`config.mk`:
```
export PLATFORM = sky130hd
export DESIGN_NAME = execute_md
export DESIGN_NICKNAME = d
export VERILOG_FILES = /design/src/rtl/execute_pkg.sv /design/src/rtl/alu.sv /design/src/rtl/muldiv_unit.sv /design/src/rtl/execute_md.sv
export SDC_FILE = /design/constraint.sdc
export NUM_CORES = 2
export LEC_CHECK = 0
export ABC_AREA = 1
export BUFFER_PORTS_ARGS = -buffer_cell sky130_fd_sc_hd__buf_4
export CORE_UTILIZATION = 50
export DETAILED_ROUTE_END_ITERATION = 12
export PLACE_DENSITY = 0.73
export SYNTH_ARGS = -nofsm -noshare
export SYNTH_HDL_FRONTEND = slang
export SYNTH_SLANG_ARGS = --single-unit
```
`constraint.sdc`:
```
create_clock -name clk -period 8.14 [get_ports clk]
set_input_delay 1.628 -clock clk [delete_from_list [all_inputs] [get_ports clk]]
set_output_delay 1.628 -clock clk [all_outputs]
set_load 0.05 [all_outputs]
```
`src/rtl/execute_pkg.sv`:
```
// Shared types and encodings for the RV32M execute stage.
package execute_pkg;

    typedef enum logic [2:0] {
        MUL    = 3'b000,
        MULH   = 3'b001,
        MULHSU = 3'b010,
        MULHU  = 3'b011,
        DIV    = 3'b100,
        DIVU   = 3'b101,
        REM    = 3'b110,
        REMU   = 3'b111
    } md_op_t;

    typedef enum logic [1:0] {
        IDLE = 2'b00,
        BUSY = 2'b01,
        DONE = 2'b10
    } md_state_t;

    typedef enum logic [1:0] {
        FWD_RF  = 2'b00,
        FWD_WB  = 2'b01,
        FWD_MEM = 2'b10
    } fwd_sel_t;

    localparam logic [3:0] ALU_ADD   = 4'b0000;
    localparam logic [3:0] ALU_SUB   = 4'b0001;
    localparam logic [3:0] ALU_AND   = 4'b0010;
    localparam logic [3:0] ALU_OR    = 4'b0011;
    localparam logic [3:0] ALU_XOR   = 4'b0100;
    localparam logic [3:0] ALU_SLT   = 4'b0101;
    localparam logic [3:0] ALU_SLTU  = 4'b0110;
    localparam logic [3:0] ALU_SLL   = 4'b0111;
    localparam logic [3:0] ALU_SRL   = 4'b1000;
    localparam logic [3:0] ALU_SRA   = 4'b1001;
    localparam logic [3:0] ALU_PASSB = 4'b1010;

    localparam logic [2:0] BR_EQ  = 3'b000;
    localparam logic [2:0] BR_NE  = 3'b001;
    localparam logic [2:0] BR_LT  = 3'b100;
    localparam logic [2:0] BR_GE  = 3'b101;
    localparam logic [2:0] BR_LTU = 3'b110;
    localparam logic [2:0] BR_GEU = 3'b111;

    // Remainder ops take the dividend's sign; all others the XOR of operand signs.
    function automatic logic md_result_neg(input md_op_t op, input logic a_neg, input logic b_neg);
        return (op == REM || op == REMU) ? a_neg : (a_neg ^ b_neg);
    endfunction

endpackage

```
`src/rtl/alu.sv`:
```
// RV32I integer ALU used by the execute stage.
module alu
    import execute_pkg::*;
#(
    parameter int DATA_WIDTH = 32
) (
    input  logic [DATA_WIDTH-1:0] a_i,
    input  logic [DATA_WIDTH-1:0] b_i,
    input  logic [3:0]            ctrl_i,
    output logic [DATA_WIDTH-1:0] result_o
);

    localparam int SHW = $clog2(DATA_WIDTH);

    logic [SHW-1:0] shamt;
    assign shamt = b_i[SHW-1:0];

    always_comb begin
        result_o = '0;
        case (ctrl_i)
            ALU_ADD:   result_o = a_i + b_i;
            ALU_SUB:   result_o = a_i - b_i;
            ALU_AND:   result_o = a_i & b_i;
            ALU_OR:    result_o = a_i | b_i;
            ALU_XOR:   result_o = a_i ^ b_i;
            ALU_SLT:   result_o = {{(DATA_WIDTH-1){1'b0}}, ($signed(a_i) < $signed(b_i))};
            ALU_SLTU:  result_o = {{(DATA_WIDTH-1){1'b0}}, (a_i < b_i)};
            ALU_SLL:   result_o = a_i << shamt;
            ALU_SRL:   result_o = a_i >> shamt;
            ALU_SRA:   result_o = $signed(a_i) >>> shamt;
            ALU_PASSB: result_o = b_i;
            default:   result_o = '0;
        endcase
    end

endmodule

```
`src/rtl/muldiv_unit.sv`:
```
// Iterative radix-2 RV32M multiply/divide engine with sign fix-up.
// EXECUTE_MD_FASTMUL_EN makes multiplies single-cycle combinational; divides still iterate.
module muldiv_unit
    import execute_pkg::*;
#(
    parameter int DATA_WIDTH = 32
) (
    input  logic                  clk,
    input  logic                  rst,
    input  logic                  start_i,
    input  logic                  flush_i,
    input  logic [2:0]            op_i,
    input  logic [DATA_WIDTH-1:0] src_a_i,
    input  logic [DATA_WIDTH-1:0] src_b_i,
    output logic [DATA_WIDTH-1:0] result_o,
    output logic                  busy_o
);

    localparam int MD_CNT_W = $clog2(DATA_WIDTH) + 1;
    localparam int W2       = 2 * DATA_WIDTH;
    localparam logic [DATA_WIDTH-1:0] MIN_VAL = {1'b1, {(DATA_WIDTH-1){1'b0}}};
    localparam logic [DATA_WIDTH-1:0] ONES    = '1;
    localparam logic [MD_CNT_W-1:0]   LAST    = MD_CNT_W'(DATA_WIDTH - 1);

    md_state_t             state_q;
    logic [MD_CNT_W-1:0]   cnt_q;
    md_op_t                op_q;
    logic [DATA_WIDTH-1:0] opnd_q;
    logic [W2-1:0]         acc_q;
    logic                  neg_q;

    md_op_t                op_in;
    logic                  a_signed, b_signed, a_neg, b_neg;
    logic [DATA_WIDTH-1:0] a_mag, b_mag;
    logic                  div_zero, div_ovf, is_fast, launch;
    logic [DATA_WIDTH:0]   mul_sum, div_trial;
    logic [W2-1:0]         step_acc, prod_fix;
    logic [DATA_WIDTH-1:0] quo_fix, rem_fix, eng_res, fast_res;

    assign op_in = md_op_t'(op_i);

    always_comb begin
        a_signed = 1'b0;
        b_signed = 1'b0;
        case (op_in)
            MULH, DIV, REM: begin
                a_signed = 1'b1;
                b_signed = 1'b1;
            end
            MULHSU:  a_signed = 1'b1;
            default: ;
        endcase
    end

    assign a_neg    = a_signed & src_a_i[DATA_WIDTH-1];
    assign b_neg    = b_signed & src_b_i[DATA_WIDTH-1];
    assign a_mag    = a_neg ? -src_a_i : src_a_i;
    assign b_mag    = b_neg ? -src_b_i : src_b_i;
    assign div_zero = op_in[2] && (src_b_i == '0);
    assign div_ovf  = (op_in == DIV || op_in == REM) && (src_a_i == MIN_VAL) && (src_b_i == ONES);

`ifdef EXECUTE_MD_FASTMUL_EN
    logic [W2-1:0] fast_prod;
    assign is_fast   = ~op_in[2];
    assign fast_prod = {{DATA_WIDTH{a_neg}}, src_a_i} * {{DATA_WIDTH{b_neg}}, src_b_i};
    assign fast_res  = (op_in == MUL) ? fast_prod[DATA_WIDTH-1:0] : fast_prod[W2-1:DATA_WIDTH];
`else
    assign is_fast  = 1'b0;
    assign fast_res = '0;
`endif

    assign launch = start_i & ~flush_i & ~rst & ~is_fast & (state_q == IDLE);
    assign busy_o = launch | ((state_q == BUSY) & ~flush_i & ~rst);

    // One radix-2 step: acc is {hi, lo}; multiply shifts the partial sum right,
    // divide shifts the remainder/quotient pair left with a restoring trial subtract.
    assign mul_sum   = {1'b0, acc_q[W2-1:DATA_WIDTH]} + (acc_q[0] ? {1'b0, opnd_q} : '0);
    assign div_trial = acc_q[W2-1:DATA_WIDTH-1] - {1'b0, opnd_q};

    always_comb begin
        if (op_q[2]) begin
            if (!div_trial[DATA_WIDTH]) begin
                step_acc = {div_trial[DATA_WIDTH-1:0], acc_q[DATA_WIDTH-2:0], 1'b1};
            end else begin
                step_acc = {acc_q[W2-2:0], 1'b0};
            end
        end else begin
            step_acc = {mul_sum, acc_q[DATA_WIDTH-1:1]};
        end
    end

    always_ff @(posedge clk) begin
        if (rst) begin
            state_q <= IDLE;
            cnt_q   <= '0;
            op_q    <= MUL;
            opnd_q  <= '0;
            acc_q   <= '0;
            neg_q   <= 1'b0;
        end else if (flush_i) begin
            state_q <= IDLE;
        end else begin
            case (state_q)
                IDLE: begin
                    if (launch) begin
                        op_q  <= op_in;
                        cnt_q <= '0;
                        if (div_zero) begin
                            acc_q   <= {src_a_i, ONES};
                            neg_q   <= 1'b0;
                            state_q <= DONE;
                        end else if (div_ovf) begin
                            acc_q   <= {{DATA_WIDTH{1'b0}}, MIN_VAL};
                            neg_q   <= 1'b0;
                            state_q <= DONE;
                        end else begin
                            opnd_q  <= op_in[2] ? b_mag : a_mag;
                            acc_q   <= {{DATA_WIDTH{1'b0}}, op_in[2] ? a_mag : b_mag};
                            neg_q   <= md_result_neg(op_in, a_neg, b_neg);
                            state_q <= BUSY;
                        end
                    end
                end
                BUSY: begin
                    acc_q <= step_acc;
                    cnt_q <= cnt_q + 1'b1;
                    if (cnt_q == LAST) begin
                        state_q <= DONE;
                    end
                end
                DONE:    state_q <= IDLE;
                default: state_q <= IDLE;
            endcase
        end
    end

    assign prod_fix = neg_q ? -acc_q : acc_q;
    assign quo_fix  = neg_q ? -acc_q[DATA_WIDTH-1:0] : acc_q[DATA_WIDTH-1:0];
    assign rem_fix  = neg_q ? -acc_q[W2-1:DATA_WIDTH] : acc_q[W2-1:DATA_WIDTH];

    always_comb begin
        case (op_q)
            MUL:                 eng_res = prod_fix[DATA_WIDTH-1:0];
            MULH, MULHSU, MULHU: eng_res = prod_fix[W2-1:DATA_WIDTH];
            DIV, DIVU:           eng_res = quo_fix;
            default:             eng_res = rem_fix;
        endcase
    end

    always_comb begin
        if (state_q == DONE) begin
            result_o = eng_res;
        end else if (start_i && is_fast) begin
            result_o = fast_res;
        end else begin
            result_o = '0;
        end
    end

endmodule

```
`src/rtl/execute_md.sv`:
```
// RV32IM execute stage: forwarding, ALU, branch/jump resolution and the mul/div engine.
module execute_md
    import execute_pkg::*;
#(
    parameter int DATA_WIDTH = 32
) (
    input  logic                  clk,
    input  logic                  rst,
    input  logic [DATA_WIDTH-1:0] RD1E_i,
    input  logic [DATA_WIDTH-1:0] RD2E_i,
    input  logic [DATA_WIDTH-1:0] PCE_i,
    input  logic [DATA_WIDTH-1:0] ImmExtE_i,
    input  logic [DATA_WIDTH-1:0] PCPlus4E_i,
    input  logic [4:0]            RdE_i,
    input  logic [4:0]            Rs1E_i,
    input  logic [4:0]            Rs2E_i,
    input  logic [DATA_WIDTH-1:0] ResultW_i,
    input  logic [DATA_WIDTH-1:0] ALUResultM_i,
    input  logic [1:0]            ForwardAE_i,
    input  logic [1:0]            ForwardBE_i,
    input  logic                  RegWriteE_i,
    input  logic                  MemWriteE_i,
    input  logic                  JumpE_i,
    input  logic                  BranchE_i,
    input  logic                  ALUSrcE_i,
    input  logic [2:0]            BranchSrcE_i,
    input  logic [3:0]            ALUCtrlE_i,
    input  logic                  MulDivE_i,
    input  logic [2:0]            MulDivOpE_i,
    input  logic                  FlushE_i,
    output logic [DATA_WIDTH-1:0] ALUResultE_o,
    output logic [DATA_WIDTH-1:0] WriteDataE_o,
    output logic [DATA_WIDTH-1:0] PCTargetE_o,
    output logic [DATA_WIDTH-1:0] PCPlus4E_o,
    output logic [4:0]            RdE_o,
    output logic [4:0]            Rs1E_o,
    output logic [4:0]            Rs2E_o,
    output logic                  branchTaken_o,
    output logic                  PCSrcE_o,
    output logic                  StallMD_o
);

    logic [DATA_WIDTH-1:0] src_a, src_b, alu_result, md_result;
    logic                  br_eq, br_lt, br_ltu;
    logic                  unused_ctrl;

    // Write-back/store enables travel on through the EX/MEM register, not used here.
    assign unused_ctrl = RegWriteE_i ^ MemWriteE_i;

    always_comb begin
        case (ForwardAE_i)
            FWD_WB:  src_a = ResultW_i;
            FWD_MEM: src_a = ALUResultM_i;
            default: src_a = RD1E_i;
        endcase
        case (ForwardBE_i)
            FWD_WB:  WriteDataE_o = ResultW_i;
            FWD_MEM: WriteDataE_o = ALUResultM_i;
            default: WriteDataE_o = RD2E_i;
        endcase
    end

    assign src_b = ALUSrcE_i ? ImmExtE_i : WriteDataE_o;

    alu #(
        .DATA_WIDTH(DATA_WIDTH)
    ) u_alu (
        .a_i     (src_a),
        .b_i     (src_b),
        .ctrl_i  (ALUCtrlE_i),
        .result_o(alu_result)
    );

    muldiv_unit #(
        .DATA_WIDTH(DATA_WIDTH)
    ) u_muldiv (
        .clk     (clk),
        .rst     (rst),
        .start_i (MulDivE_i),
        .flush_i (FlushE_i),
        .op_i    (MulDivOpE_i),
        .src_a_i (src_a),
        .src_b_i (WriteDataE_o),
        .result_o(md_result),
        .busy_o  (StallMD_o)
    );

    assign br_eq  = (src_a == WriteDataE_o);
    assign br_lt  = ($signed(src_a) < $signed(WriteDataE_o));
    assign br_ltu = (src_a < WriteDataE_o);

    always_comb begin
        case (BranchSrcE_i)
            BR_EQ:   branchTaken_o = br_eq;
            BR_NE:   branchTaken_o = ~br_eq;
            BR_LT:   branchTaken_o = br_lt;
            BR_GE:   branchTaken_o = ~br_lt;
            BR_LTU:  branchTaken_o = br_ltu;
            BR_GEU:  branchTaken_o = ~br_ltu;
            default: branchTaken_o = 1'b0;
        endcase
    end

    assign PCTargetE_o  = JumpE_i ? alu_result : (PCE_i + ImmExtE_i);
    assign PCSrcE_o     = (BranchE_i & branchTaken_o) | JumpE_i;
    assign ALUResultE_o = MulDivE_i ? md_result : alu_result;
    assign PCPlus4E_o   = PCPlus4E_i;
    assign RdE_o        = RdE_i;
    assign Rs1E_o       = Rs1E_i;
    assign Rs2E_o       = Rs2E_i;

endmodule

```
==> results of run 1 <==
[layer usage]
metal  GRT usage (%)  overflow
met4            56.6         1
met3            26.3         0
met2            82.8         2
met5           0.154         0
met1            63.1         0
[stage by stage]
stage / hold WS (ps) / instances / instance area, um2 / setup WS [ps] / util [%]
after floorplan: 448 / 5982 / 31300 / 926 / -
after global placement: 467 / 7058 / 35000 / 619 / 56.6
after detailed placement: 478 / 7058 / 35000 / 641 / 56.6
after CTS: 488 / 7074 / 35300 / 621 / 57.1
[cells in the mapped netlist (14+ instances only)]
| library cell | number |
|---|---|
| sky130_fd_sc_hd__nand2_1 | 1827 |
| sky130_fd_sc_hd__nand3_1 | 831 |
| sky130_fd_sc_hd__nor2_1 | 561 |
| sky130_fd_sc_hd__inv_1 | 537 |
| sky130_fd_sc_hd__a21oi_1 | 437 |
| sky130_fd_sc_hd__o21ai_0 | 376 |
| sky130_fd_sc_hd__ha_1 | 241 |
| sky130_fd_sc_hd__clkbuf_1 | 153 |
| sky130_fd_sc_hd__dfxtp_1 | 108 |
| sky130_fd_sc_hd__xor2_1 | 81 |
| sky130_fd_sc_hd__nor3_1 | 67 |
| sky130_fd_sc_hd__buf_4 | 60 |
| sky130_fd_sc_hd__or2_2 | 59 |
| sky130_fd_sc_hd__buf_2 | 55 |
| sky130_fd_sc_hd__nand4_1 | 53 |
| sky130_fd_sc_hd__nand2_2 | 47 |
| sky130_fd_sc_hd__o21ai_1 | 46 |
| sky130_fd_sc_hd__o21bai_1 | 42 |
| sky130_fd_sc_hd__a31oi_1 | 33 |
| sky130_fd_sc_hd__o211ai_1 | 32 |
| sky130_fd_sc_hd__xnor2_1 | 27 |
| sky130_fd_sc_hd__inv_2 | 23 |
| sky130_fd_sc_hd__a221oi_1 | 22 |
| sky130_fd_sc_hd__a21o_1 | 21 |
| sky130_fd_sc_hd__buf_6 | 21 |
| sky130_fd_sc_hd__buf_1 | 20 |
| sky130_fd_sc_hd__nand3b_1 | 20 |
| sky130_fd_sc_hd__o21a_1 | 20 |
| sky130_fd_sc_hd__nor4_1 | 15 |
| sky130_fd_sc_hd__or2_1 | 15 |
| sky130_fd_sc_hd__o21ai_2 | 14 |
[kinds of logic after synthesis]
logic type	Yosys count	share of synthesized area, %
AO/OA/AOI/OAI	1100	19.7
XOR/XNOR	108	3.02
adder cells (fa/ha/maj)	246	9.94
buffers and inverters	875	11.9
flip-flops	108	6.90
AND/OR/NAND/NOR	3545	48.6
==> reports/qor.csv, run 1 <==
metric,value,unit
number of distinct library cells after synthesis,63,
root buffer cell,sky130_fd_sc_hd__clkbuf_16,
Err,[ERROR GRT-0116] Global routing finished with congestion. Check the congestion regions in the DRC Viewer.,
Area contributors post-synth,"sky130_fd_sc_hd__nand2_1 (22%), sky130_fd_sc_hd__nand3_1 (13%), sky130_fd_sc_hd__ha_1 (9.6%)",
maximum count of clock buffers along a single path,2,
post-cts repair resize count,0,
Synth Cell Area,31300,um2
Yosys Warn Count,0,
sequential element share of the synthesized area,6.90,%
ys async rst share,0,%
result of the run,aborted with a tool error,
IO buf count,311,
dominant register cell in the synthesized netlist,sky130_fd_sc_hd__dfxtp_1,
buffer count from post-CTS setup fixing,0,
#FFs+latches synth,108,
die outline width,252,um
Vert. Die Dim,252,um
effective utilization at floorplan,50.7,%
cts bufs inserted,9,
row count,91,
Syn Nets,6490,
global-route wire length before repair,274000,um
Avg Synthesized Cell Area,5.24,um2
Hold Buf Count CTS,0,
hpwl dp,145000,um
post-synthesis cell type with the largest combined area,sky130_fd_sc_hd__nand2_1,
Syn Inst Count,5982,
via count of the first global-routing pass,42249,
count of clock tree sinks,108,
Stopped at,global routing,
number of synthesized flops with an enable pin,0,
htree depth,3,
area share of the largest cell type after synthesis,21.9,%
final weighted congestion in routability-driven placement,1.14,
Global Route Usage Sum,58.1,%
count of boundary I/O pins,408,
overall overflow remaining after global route,3,
maximum number of pins on one net before global-route repair,83,
==> run 2, diff against run 1 <==
--- a/config.mk
+++ b/config.mk
@@ -7,9 +7,9 @@
 export LEC_CHECK = 0
 export ABC_AREA = 1
 export BUFFER_PORTS_ARGS = -buffer_cell sky130_fd_sc_hd__buf_4
-export CORE_UTILIZATION = 50
+export CORE_UTILIZATION = 35
 export DETAILED_ROUTE_END_ITERATION = 12
-export PLACE_DENSITY = 0.73
+export PLACE_DENSITY_LB_ADDON = 0.15
 export SYNTH_ARGS = -nofsm -noshare
 export SYNTH_HDL_FRONTEND = slang
 export SYNTH_SLANG_ARGS = --single-unit
==> run 2 against run 1 <==
Against the previous run: the flow now finishes, with violations (design-rule violations); synthesized area is the same; synthesized cell count unchanged.
==> reports/qor.csv, run 2 <==
metric,value,unit,change
final number of setup-violating endpoints,0,,
number of distinct library cells after synthesis,63,,unchanged
Fill cells,10191,,
dominant register cell in the synthesized netlist,sky130_fd_sc_hd__dfxtp_1,,unchanged
effective utilization at floorplan,35.4,%,was 50.7%
Register-to-Register Path Depth,16,,
cts bufs inserted,9,,unchanged
DRC violation count after routing,12,,
register bank with the most flops,u_muldiv.acc_q,,
"top library cells by usage in the layout, fill and taps aside","sky130_fd_sc_hd__nand2_1 (1827), sky130_fd_sc_hd__nand3_1 (830), sky130_fd_sc_hd__buf_4 (593)",,
Avg Synthesized Cell Area,5.24,um2,unchanged
post-route setup TNS,0,ps,
cell with the most instances after synthesis,sky130_fd_sc_hd__nand2_1,,unchanged
worst IR drop on VDD,0.0998,mV,
Worst Setup Path Type,input port to primary output,,
area overhead of the layout relative to synthesis,15.3,%,
Worst Path Max Fanout,47,,
Min-Delay Startpoint,u_muldiv.cnt_q[3],,
die outline width,301,um,was 252 um
Final Hold Slack,489,ps,
final weighted congestion in routability-driven placement,1.09,,was 1.14
Final Max Tran Viols,0,,
count of boundary I/O pins,408,,unchanged
worst slew margin relative to its limit,15.6,%,
sequential cell area in the final layout,2160,um2,
global-route wire length before repair,282000,um,
clock latency on the worst-skew pair,390,ps,
area share of the largest cell type after synthesis,21.9,%,unchanged
Syn Inst Count,5982,,unchanged
failing checks,design-rule violations,,
result of the run,finished with violations,,was aborted with a tool error
htree depth,3,,unchanged
Worst Max-Slew Pin Slew,1250,ps,
Final Hold Fails,0,,
Vert. Die Dim,301,um,was 252 um
Worst Clk Skew,14.9,ps,
Synth Cell Area,31300,um2,unchanged
start of the worst register-to-register path,u_muldiv.acc_q[32],,
sequential element share of the synthesized area,6.90,%,unchanged
hpwl dp,167000,um,was 145000 um
number of synthesized flops with an enable pin,0,,unchanged
crit path time final,7870,ps,
"leading cell type in the layout, fill and taps excluded",sky130_fd_sc_hd__nand2_1,,
row count,109,,was 91
TritonCTS clock tree,yes,,
largest registers,"u_muldiv.acc_q (64), u_muldiv.opnd_q (32), u_muldiv.cnt_q (6)",,
Area contributors post-synth,"sky130_fd_sc_hd__nand2_1 (22%), sky130_fd_sc_hd__nand3_1 (13%), sky130_fd_sc_hd__ha_1 (9.6%)",,unchanged
Worst setup EP type,primary output,,
overall overflow remaining after global route,0,,
area of the core,88500,um2,
total detailed-routing wirelength,201000,um,
DRT Pass-1 Iters,12,,
Via-to-Cell Ratio,5.81,,
Syn Nets,6490,,unchanged
Hold Buf Count CTS,0,,unchanged
area of the die,90800,um2,
initial antenna violation count,11,,
count of non-filler cells in the finished layout,7458,,
count of clock tree sinks,108,,unchanged
maximum achievable frequency,0.127,GHz,
Starting DRT DRC Count,5014,,
multi-input gate area in the final layout,25500,um2,
CP Data Arrival Time,6240,ps,
Min-Delay Path Class,register to register,,
register-to-register setup slack,3170,ps,
clock input transition at the sequential cells of the worst setup and hold paths,90,ps,
area of all placed cells without fillers,36100,um2,
Yosys Warn Count,0,,unchanged
WHS Endpoint,u_muldiv.cnt_q[3],,
most common library cells after synthesis,"sky130_fd_sc_hd__nand2_1 (1827), sky130_fd_sc_hd__nand3_1 (831), sky130_fd_sc_hd__nor2_1 (561)",,unchanged
Worst EP required,6510,ps,
post-detailed-route wirelength per cell,27.0,um,
worst hold path stage count,2,,
"flip-flop count of the largest register, all copies and words added",64,,
RSZ-0062 raised after global routing,false,,
post-synthesis cell type with the largest combined area,sky130_fd_sc_hd__nand2_1,,unchanged
IO buf count,311,,unchanged
via count of the first global-routing pass,40007,,
areal power density over the cells,141,nW/um2,
number of max-cap violations,0,,
maximum count of clock buffers along a single path,2,,unchanged
ys async rst share,0,%,unchanged
"Net count, final",6790,,
final cell utilization of the core,40.8,%,
#FFs+latches synth,108,,unchanged
maximum number of pins on one net before global-route repair,83,,
root buffer cell,sky130_fd_sc_hd__clkbuf_16,,unchanged
Global Route Usage Sum,43.0,%,
Post-DRT Antenna Nets,0,,
R2R Path End,u_muldiv.acc_q[59],,
Tcrit/Tclk final,96.6,%,
proportion of layout cells with a drive suffix above 1,13.0,%,
post-cts repair resize count,0,,unchanged
buffer count from post-CTS setup fixing,0,,unchanged
Post-DP Area,35800,um2,was 35000 um2
total number of vias,43299,,
Cell Count Post-Placement,7436,,was 7058
startpoint type of the worst setup path,input port,,
Static Leakage,18.3,nW,
==> run 2: worst max-delay path by stage <==
| stage | start | endpoint | slack, ps |
|---|---|---|---|
| after global routing | ForwardAE_i[0] | ALUResultE_o[26] | 90 |
| after detailed placement | ForwardBE_i[1] | ALUResultE_o[19] | 430 |
| after CTS | ForwardBE_i[1] | ALUResultE_o[19] | 440 |
| after floorplan | ForwardBE_i[0] | ALUResultE_o[23] | 930 |
| final | ForwardBE_i[1] | ALUResultE_o[19] | 270 |
| after global placement | ForwardBE_i[1] | ALUResultE_o[19] | 480 |
==> run 2: per-layer routing <==
metal / track usage (%) / wire length (um)
met5: 0 / 54
met4: 35.2 / 19200
met3: 7.18 / 16200
met2: 67.6 / 88300
met1: 51.3 / 77600
==> run 2: kinds of logic after synthesis <==
group / after synthesis / synth area share (%)
adder cells (fa/ha/maj): 246 / 9.94
XOR/XNOR: 108 / 3.02
AND/OR/NAND/NOR: 3545 / 48.6
AO/OA/AOI/OAI: 1100 / 19.7
buffers and inverters: 875 / 11.9
flip-flops: 108 / 6.90
==> run 2: per-stage QoR <==
step,setup slack [ps],total power (W)
6_report,273,0.00511
5_1_grt,86.3,0.00536
4_1_cts,439,0.00498
3_5_place_dp,434,0.00449
3_3_place_gp,479,0.00450
2_1_floorplan,926,0.00286
==> run 2: critical path: stages <==
cell and delay [ps]:
sky130_fd_sc_hd__buf_4 130, sky130_fd_sc_hd__ha_1 460, sky130_fd_sc_hd__inv_2 130, sky130_fd_sc_hd__buf_12 200
sky130_fd_sc_hd__o21ai_2 520, sky130_fd_sc_hd__nand2_1 200, sky130_fd_sc_hd__o21ai_0 230, sky130_fd_sc_hd__inv_1 130
sky130_fd_sc_hd__ha_1 420, sky130_fd_sc_hd__inv_1 150, sky130_fd_sc_hd__nand2_1 90, sky130_fd_sc_hd__nand2_1 120
sky130_fd_sc_hd__o21bai_1 210, sky130_fd_sc_hd__a21oi_1 180, sky130_fd_sc_hd__nand2_1 160, sky130_fd_sc_hd__nand2_1 90
sky130_fd_sc_hd__nand3_1 80, sky130_fd_sc_hd__a21oi_1 130, sky130_fd_sc_hd__o21ai_0 140, sky130_fd_sc_hd__and2_0 160
sky130_fd_sc_hd__nand3_1 80, sky130_fd_sc_hd__buf_4 160, sky130_fd_sc_hd__nand2_1 70, sky130_fd_sc_hd__nand2_1 110
sky130_fd_sc_hd__buf_4 220
==> run 2: final cells by class <==
cell class | instances | share of cell area [%]
tap | 1165 | 4.03
inverter | 565 | 5.88
timing repair buffer | 599 | 12.7
antenna | 6 | 0.0416
multi-input combinational | 4999 | 70.6
clock buffer | 10 | 0.661
clock inverter | 6 | 0.173
sequential | 108 | 5.99
==> run 2: power by group <==
part	total (W)	switching [W]	internal, W
combinational	0.00404	0.00285	0.00119
clock	0.000485	0.000259	0.000226
sequential	0.000585	0.0000379	0.000548
total	0.00511	0.00315	0.00196
No activity file was read; power rests on OpenSTA's default activity.
